File: src/rtl/gray_pkg.sv
// Shared Gray-code helpers for counters and pointer synchronisers.
// The functions work on GRAY_MAX_WIDTH bits. Narrower values are zero-extended on the way in and truncated on the way out.
package gray_pkg;

  localparam int GRAY_MAX_WIDTH = 32;
  localparam int GRAY_MIN_WIDTH = 2;

  function automatic logic [GRAY_MAX_WIDTH-1:0] bin2gray(input logic [GRAY_MAX_WIDTH-1:0] b);
    return b ^ (b >> 1);
  endfunction

  // Prefix XOR from the MSB down; zero-extended upper bits leave the low bits unchanged.
  function automatic logic [GRAY_MAX_WIDTH-1:0] gray2bin(input logic [GRAY_MAX_WIDTH-1:0] g);
    logic [GRAY_MAX_WIDTH-1:0] b;
    b[GRAY_MAX_WIDTH-1] = g[GRAY_MAX_WIDTH-1];
    for (int i = GRAY_MAX_WIDTH - 2; i >= 0; i--) begin
      b[i] = b[i+1] ^ g[i];
    end
    return b;
  endfunction

endpackage

File: src/rtl/gray2bin_conv.sv
// Combinational Gray-to-binary converter.
// It is usable on its own, for example in synchronised FIFO pointer paths.
module gray2bin_conv
  import gray_pkg::*;
#(
  parameter int WIDTH = 4
) (
  input  logic [WIDTH-1:0] gray,
  output logic [WIDTH-1:0] bin
);

  assign bin = WIDTH'(gray2bin(GRAY_MAX_WIDTH'(gray)));

endmodule

File: src/rtl/gray_counter_param.sv
// Parametrised Gray counter with enable, direction, load and wrap/saturate limits.
// All outputs come straight from flops, so gray_out is glitch-free for CDC use.
module gray_counter_param
  import gray_pkg::*;
#(
  parameter int          WIDTH    = 4,
  parameter bit          SATURATE = 1'b0,
  parameter int unsigned RST_VAL  = 0
) (
  input  logic             clk,
  input  logic             rst_n,
  input  logic             en,
  input  logic             up_dn,
  input  logic             load,
  input  logic [WIDTH-1:0] load_gray,
  output logic [WIDTH-1:0] gray_out,
  output logic [WIDTH-1:0] bin_out,
  output logic             wrap
);

  localparam logic [WIDTH-1:0] RST_BIN  = WIDTH'(RST_VAL);
  localparam logic [WIDTH-1:0] RST_GRAY = WIDTH'(bin2gray(GRAY_MAX_WIDTH'(RST_VAL)));
  localparam logic [WIDTH-1:0] ALL_ONES = {WIDTH{1'b1}};
  localparam logic [WIDTH-1:0] ZERO     = {WIDTH{1'b0}};
  localparam logic [WIDTH-1:0] ONE      = WIDTH'(1);

  if (WIDTH < GRAY_MIN_WIDTH || WIDTH > GRAY_MAX_WIDTH) begin : g_bad_width
    $error("gray_counter_param: WIDTH out of range");
  end

  logic [WIDTH-1:0] bin_r;
  logic [WIDTH-1:0] load_bin_s;
  logic [WIDTH-1:0] bin_nxt_s;
  logic [WIDTH-1:0] gray_nxt_s;
  logic             wrap_nxt_s;

  gray2bin_conv #(.WIDTH(WIDTH)) u_load_conv (
    .gray (load_gray),
    .bin  (load_bin_s)
  );

  // Next-state selection: load beats count, and the range ends either wrap or hold.
  always_comb begin
    bin_nxt_s  = bin_r;
    gray_nxt_s = gray_out;
    wrap_nxt_s = 1'b0;
    if (load) begin
      bin_nxt_s  = load_bin_s;
      gray_nxt_s = load_gray;
    end else if (en) begin
      if (up_dn) begin
        if (bin_r != ALL_ONES) begin
          bin_nxt_s = bin_r + ONE;
        end else if (!SATURATE) begin
          bin_nxt_s  = ZERO;
          wrap_nxt_s = 1'b1;
        end else begin
          bin_nxt_s = bin_r;
        end
      end else begin
        if (bin_r != ZERO) begin
          bin_nxt_s = bin_r - ONE;
        end else if (!SATURATE) begin
          bin_nxt_s  = ALL_ONES;
          wrap_nxt_s = 1'b1;
        end else begin
          bin_nxt_s = bin_r;
        end
      end
      gray_nxt_s = WIDTH'(bin2gray(GRAY_MAX_WIDTH'(bin_nxt_s)));
    end else begin
      bin_nxt_s  = bin_r;
      gray_nxt_s = gray_out;
    end
  end

  // State and output registers, with a synchronous active-low reset.
  always_ff @(posedge clk) begin
    if (!rst_n) begin
      bin_r    <= RST_BIN;
      gray_out <= RST_GRAY;
      wrap     <= 1'b0;
    end else begin
      bin_r    <= bin_nxt_s;
      gray_out <= gray_nxt_s;
      wrap     <= wrap_nxt_s;
    end
  end

  assign bin_out = bin_r;

endmodule

File: config.mk
export PLATFORM = sky130hd
export DESIGN_NAME = gray_counter_param
export DESIGN_NICKNAME = d
export VERILOG_FILES = /design/src/rtl/gray_pkg.sv /design/src/rtl/gray2bin_conv.sv /design/src/rtl/gray_counter_param.sv
export SDC_FILE = /design/constraint.sdc
export NUM_CORES = 1
export LEC_CHECK = 0
export CAP_MARGIN = 20
export CORE_AREA = 3 3 40 42
export CTS_CLUSTER_DIAMETER = 30
export DETAILED_ROUTE_END_ITERATION = 16
export DIE_AREA = 0 0 43 45
export PLACE_DENSITY = 0.75
export RECOVER_POWER = 25
export SLEW_MARGIN = 0
export SYNTH_ARGS = -nofsm -noshare
export SYNTH_HDL_FRONTEND = slang
export SYNTH_SLANG_ARGS = --single-unit
File: constraint.sdc
create_clock -name clk -period 3.85 [get_ports clk]
set_clock_uncertainty 0.05 [all_clocks]
set_input_delay 0.5775 -clock clk [delete_from_list [all_inputs] [get_ports clk]]
set_output_delay 0.5775 -clock clk [all_outputs]
set_load 0.01 [all_outputs]
==> summary.md, run 1 <==
| Metric | Value |
|---|---|
| Layout filler cell count | `approximately 130` |
| Met3 routed wirelength | `roughly 71 µm` |
| Clock net sink count | `8` |
| RR Startpoint | `bin_out[0]` |
| Final Critical Period | `2.04 ns` |
| Total track usage | `0.140` |
| Worst Setup SP | `up_dn` |
| Worst hold path endpoint | `gray_out[0]` |
| Type of destination of the critical path | `register` |
| Yosys cell types | `33` |
| Routed via count divided by cell count | `between 5 and 6` |
| Largest net degree at the start of global routing | `15` |
| Antenna violations before repair | `0` |
| Post-detailed-placement half-perimeter wirelength | `roughly 900 µm` |
| Max-slew violation count | `0` |
| Initial core utilization | `0.448` |
| Worst slew slack as a fraction of its limit | `0.696` |
| Setup violators final | `0` |
| Area of the core | `between 0.001 and 0.0015 mm²` |
| Class of the worst hold path | `register to register` |
| Diode count | `0` |
| Deepest clock path buffer count | `2` |
| H-tree depth | `1` |
| Vias | `between 500 and 600` |
| Hold-critical path depth | `2` |
| Setup repair after global routing missed its margin | `false` |
| Critical Path Fanout Max | `8` |
| Number of input and output port buffers inserted | `17` |
| Part of the Yosys area used for sequential elements | `0.278` |
| Routed wire per std cell | `roughly 12 µm` |
| Startpoint of the lowest-slack hold path | `gray_out[0]` |
| Gate count of the mapped netlist | `a little under 70` |
| Total Nets Final | `97` |
| Via count of the first global-routing pass | `501` |
| Share of cells above drive strength 1 | `0.0843` |
| Worst Reg-to-Reg Cells | `7` |
| Buffers inserted by post-CTS timing repair | `0` |
| Final GP Congestion | `~0.76` |
| Post-synth top area cell | `dfxtp_1` |
| Setup total negative slack | `0 ns` |
| Worst setup SP type | `primary input` |
| Cell leakage power | `between 0.0003 and 0.0004 µW` |
| Count of unresolved DRC violations after routing | `0` |
| Clock transition at the register clock pins on the worst setup and hold paths after CTS | `~0.060 ns` |
| Die ar. | `between 0.0015 and 0.002 mm²` |
| Area added between synthesis and finish | `31.5%` |
| Highest clock rate | `~490 MHz` |
| Netlist area before placement | `roughly 580 µm²` |
| Avg Inst Size Synth | `8.46 µm²` |
| Violation count after the first detailed-route iteration | `11` |
| Cell with the most instances after synthesis | `dfxtp_1` |
| WP data required | `roughly 4.0 ns` |
| Total routed wire length on the met1 layer | `approximately 540 µm` |
| Worst Tran Pin Value | `between 0.4 and 0.5 ns` |
| Placement row count | `13` |
| X dimension of the die | `between 40 and 50 µm` |
| # resized after CTS | `0` |
| Final wirelength | `between 1000 and 1500 µm` |
| Final period utilization | `0.529` |
| Clock network latency to the later pin of the worst-skew pair | `~0.26 ns` |
| Share of flip-flops with an asynchronous set or reset | `0` |
| First-pass detailed-route iteration total | `4` |
| Root Buffer Master | `clkbuf_4` |
| Post-synth net total | `80` |
| DIE HEIGHT | `~45 µm` |
| Worst Hold Slack | `about 0.49 ns` |
| Worst EP arrival | `around 2.2 ns` |
| Hold Buf Count CTS | `0` |
| Global-route wire length before repair | `between 1500 and 2000 µm` |
| Result of the run | `finished, final reports clean` |
| Grt ovf | `0` |
| Worst-case register-to-register setup slack | `2.08 ns` |
| Met2 routed WL | `around 530 µm` |
| Commonest cells post-synth | `dfxtp_1 (8), nand2_1 (5), xor2_1 (5)` |
| Peak supply drop | `about 0.21 mV` |
| Crit path kind | `primary input to register` |
| Top layer used by detailed routing | `met4` |
| Ranking of synthesized cells by area | `dfxtp_1 (28%), xor2_1 (7.6%), ha_1 (6.5%), xnor2_1 (6.1%), a21oi_1 (3.5%)` |
| Power density over the cells | `348 mW/mm²` |
| Max-cap violation count | `0` |
| CTS tree | `built` |
| Post-route antenna net violation count | `0` |
| TritonCTS Buffers | `3` |
| I/O pin cnt | `18` |
| Yosys Warn Count | `0` |
| Yosys top cell area share | `0.278` |
| Final count of hold timing violations | `0` |
| Worst R2R End | `gray_out[1]` |
| Number of synthesized flops with an enable pin | `0` |
| Leading register cell type out of synthesis | `dfxtp_1` |
| Flops & latches, synth | `8` |
==> metal layers <==
metal,up-vias,track usage
li1,271,-
met1,236,0.167
met2,20,0.219
met3,3,0.0319
met4,0,0.108
met5,-,0
==> layout by cell type (no fill, tap or decap), types with 2 or more instances in the layout <==
cell type / n
dfxtp_1: 8
xnor2_1: 4
clkbuf_4: 3
inv_1: 4
ha_1: 3
nand2_1: 5
nand2b_1: 2
xor2_1: 5
a21oi_1: 4
o21ai_0: 3
nand4_1: 2
clkdlybuf4s50_1: 13
nor3_1: 2
o311ai_0: 2
dlygate4sd3_1: 4
nor2b_1: 2
==> metrics by stage <==
step	setup WS (ns)	cell area, µm²	power (µW)	util	cells
6_report	1.81	757	264	0.589	98
4_1_cts	1.82	757	268	0.589	98
5_1_grt	1.73	757	282	0.589	98
3_3_place_gp	1.57	734	199	0.572	95
3_5_place_dp	1.55	734	200	0.572	95
2_1_floorplan	2.08	576	166	-	68
==> report_power, final <==
group	internal [µW]	total [µW]	leakage (µW)	switching, µW
registers	90.9	101	0.0000664	10.2
clock network	35.8	66.4	0.0000138	30.6
logic	51.5	96.3	0.000228	44.8
==> worst max-delay path, cell delays in order <==
cell,delay [ns]
clkdlybuf4s50_1,0.64
nor2_2,0.06
a21boi_1,0.13
o31a_1,0.32
a211o_1,0.32
a21boi_2,0.13
==> state kept, by name, summed over array words and instances (netlist names) <==
signal	cells
bin_out	3
gray_out	4
wrap	1
==> area by class of cell <==
cell class                 instances  area (µm²)  area share
multi-input combinational         51         370       0.489
timing repair buffer              17         170       0.225
sequential                         8         160       0.212
clock buffer                       3        22.5      0.0298
tap                               15        18.8      0.0248
inverter                           4        15.0      0.0198
==> how the worst max path moves through the flow <==
stage / end / cells past startpoint / slack, ns
final: bin_out[2] / 6 / 1.81
after global routing: bin_out[2] / 6 / 1.73
after CTS: bin_out[2] / 6 / 1.82
after detailed placement: bin_out[2] / 6 / 1.55
after global placement: bin_out[2] / 6 / 1.57
after floorplan: gray_out[3] / 8 / 2.08
==> cells by family (layout without fill, tap and decap cells) <==
logic type,count (synthesis),count (layout),share of synthesized area
compound gates,19,19,0.241
xor+xnor,9,9,0.137
fa+ha+maj,3,3,0.0652
buf+inv,9,24,0.0783
flops,8,8,0.278
mux,1,1,0.0174
simple gates,19,19,0.183
Note: power is estimated with default switching activity, not from simulation.
==> run 2, diff against run 1 <==
--- a/config.mk
+++ b/config.mk
@@ -6,11 +6,11 @@
 export NUM_CORES = 1
 export LEC_CHECK = 0
 export CAP_MARGIN = 20
-export CORE_AREA = 3 3 40 42
+export CORE_AREA = 3 3 42 44
 export CTS_CLUSTER_DIAMETER = 30
 export DETAILED_ROUTE_END_ITERATION = 16
-export DIE_AREA = 0 0 43 45
-export PLACE_DENSITY = 0.75
+export DIE_AREA = 0 0 45 47
+export PLACE_DENSITY = 0.71
 export RECOVER_POWER = 25
 export SLEW_MARGIN = 0
 export SYNTH_ARGS = -nofsm -noshare
==> constraint.sdc (replaced) <==
create_clock -name clk -period 1.7 [get_ports clk]
set_clock_uncertainty 0.05 [all_clocks]
set_input_delay 0.255 -clock clk [delete_from_list [all_inputs] [get_ports clk]]
set_output_delay 0.255 -clock clk [all_outputs]
set_load 0.01 [all_outputs]
==> summary.md, run 2 (synthesis gave the netlist of run 1 again) <==
| Metric | Value |
|---|---|
| Vias | `between 500 and 600` |
| Grt ovf | `0` |
| Destination of the critical timing path | `gray_out[2]` |
| Count of unresolved DRC violations after routing | `0` |
| Antenna violations before repair | `0` |
| Diode count | `0` |
| CTS tree | `built` |
| M1 GR Usage | `0.188` |
| Final standard cell utilization of the core | `0.571` |
| Final GP Congestion | `0.807` |
| Worst slew slack as a fraction of its limit | `0.739` |
| Startpoint of the lowest-slack hold path | `gray_out[0]` |
| Worst Reg-to-Reg Cells | `7` |
| Clock network latency to the later pin of the worst-skew pair | `roughly 0.26 ns` |
| I/O pin cnt | `18` |
| Max-cap violation count | `0` |
| Post-route antenna net violation count | `0` |
| Number of input and output port buffers inserted | `17` |
| TritonCTS Buffers | `3` |
| Power density over the cells | `between 700 and 800 mW/mm²` |
| Worst Hold Slack | `between 0.5 and 0.6 ns` |
| Cell leakage power | `~0.00035 µW` |
| Worst Setup SP | `bin_out[1]` |
| Placement row count | `14` |
| Leading cell types in the layout, fill and taps excluded | `clkdlybuf4s50_1 (15), buf_4 (9), dfxtp_1 (6)` |
| Crit path kind | `register to register` |
| Highest clock rate | `just over 600 MHz` |
| Worst EP arrival | `1.73 ns` |
| Worst-case register-to-register setup slack | `around 0.046 ns` |
| Root Buffer Master | `clkbuf_4` |
| Met3 track demand over resource in global routing | `0.0460` |
| Die ar. | `0.00212 mm²` |
| Area of the core | `roughly 0.0015 mm²` |
| Violation count after the first detailed-route iteration | `10` |
| Final count of hold timing violations | `0` |
| Class of the worst hold path | `register to register` |
| Via count of the first global-routing pass | `around 480` |
| Routed wire per std cell | `12.0 µm` |
| WP data required | `between 1.5 and 2 ns` |
| Final Critical Period | `around 1.7 ns` |
| Deepest clock path buffer count | `2` |
| Max-slew violation count | `0` |
| Met2 demand-to-capacity share in global routing | `0.186` |
| Setup violators final | `0` |
| X dimension of the die | `approximately 45 µm` |
| H-tree depth | `1` |
| Global-route layer with the greatest usage | `met1` |
| FF+latch area | `~160 µm²` |
| Total track usage | `0.131` |
| Largest net degree at the start of global routing | `10` |
| DIE HEIGHT | `about 47 µm` |
| Critical Path Fanout Max | `3` |
| Peak supply drop | `between 0.4 and 0.5 mV` |
| Flip-flop count of the largest register, all copies and words added | `4` |
| Clock transition at the register clock pins on the worst setup and hold paths after CTS | `~0.06 ns` |
| Hold Buf Count CTS | `0` |
| Routed via count divided by cell count | `slightly above 5` |
| Final wirelength | `between 1000 and 1500 µm` |
| Reg with most FFs | `gray_out` |
| Area added between synthesis and finish | `45.9%` |
| Initial core utilization | `0.391` |
| RR Startpoint | `bin_out[1]` |
| Worst setup SP type | `register` |
| Type of destination of the critical path | `register` |
| Result of the run | `finished, final reports clean` |
| Multi-input gate area in the final layout | `382 µm²` |
| Most common library cell in the layout ignoring fill and taps | `clkdlybuf4s50_1` |
| Global-route wire length before repair | `about 2000 µm` |
| Post-detailed-placement half-perimeter wirelength | `just under 1000 µm` |
| Clock net sink count | `8` |
| Worst Tran Pin Value | `between 0.3 and 0.4 ns` |
| Final period utilization | `0.973` |
| First-pass detailed-route iteration total | `4` |
| Total Nets Final | `106` |
| Share of cells above drive strength 1 | `0.217` |
| Worst R2R End | `gray_out[2]` |
| Layout filler cell count | `between 100 and 150` |
## run 2: changes by cell type in the layout (fill, tap and decap cells not counted)
cell	delta
a221oi_1	-1
a221oi_2	+1
buf_4	+9
clkdlybuf4s50_1	+2
dfxtp_1	-2
dfxtp_2	+2
dlygate4sd3_1	-2
nor3_1	-1
nor3_2	+1
## run 2: power by group
group / total, µW / leakage [µW] / internal, µW / switching (µW)
combinational: 269 / 0.000271 / 150 / 120
clock: 150 / 0.0000138 / 81.1 / 68.7
sequential: 222 / 0.0000669 / 207 / 15.3
total: 641 / 0.000351 / 437 / 204
## run 2: critical path, stage by stage (launching register included)
cell and delay, ns:
dfxtp_2 0.32, inv_1 0.09, ha_1 0.17, or3b_1 0.37
a21o_1 0.18, o211ai_2 0.08, xor2_1 0.18, a21oi_1 0.09
## run 2: through the flow
| step | cells | setup TNS (ns) | total power, µW | worst slack [ns] | cell area [µm²] |
|---|---|---|---|---|---|
| 3_3_place_gp | 105 | -0.525 | 486 | -0.168 | 805 |
| 5_1_grt | 108 | -0.0294 | 688 | -0.0282 | 840 |
| 6_report | 108 | 0 | 641 | 0.0462 | 840 |
| 2_1_floorplan | 68 | 0 | 383 | 0.0178 | 587 |
| 4_1_cts | 108 | 0 | 639 | 0.0533 | 827 |
| 3_5_place_dp | 105 | -0.647 | 489 | -0.183 | 805 |
## run 2: repair_timing
item / 4_1_cts / 5_1_grt
resized for setup: 0 / 3
setup endpoints to repair: 0 / 1
buffers inserted: 0 / 0
## run 2: routing by layer
metal / wire, µm / share of wire
met5: 0 / 0
met4: 15 / 0.012
met3: 60 / 0.046
met2: 549 / 0.42
met1: 670 / 0.52
## run 2: worst min-delay path by stage
stage                   to  depth (start not counted)  slack (ns)
2_1_floorplan  gray_out[3]                          1        0.33
3_3_place_gp   gray_out[0]                          2        0.49
3_5_place_dp   gray_out[0]                          2        0.51
4_1_cts        gray_out[0]                          2        0.53
5_1_grt        gray_out[0]                          2        0.57
6_report       gray_out[0]                          2        0.51
## run 2: final cells by class
cell class              instances  share of cell area
well taps                      16              0.0238
multi-input cells              51               0.455
repair buffers                 26               0.283
clock buffers                   3              0.0268
inverters                       4              0.0179
flip-flops and latches          8               0.194
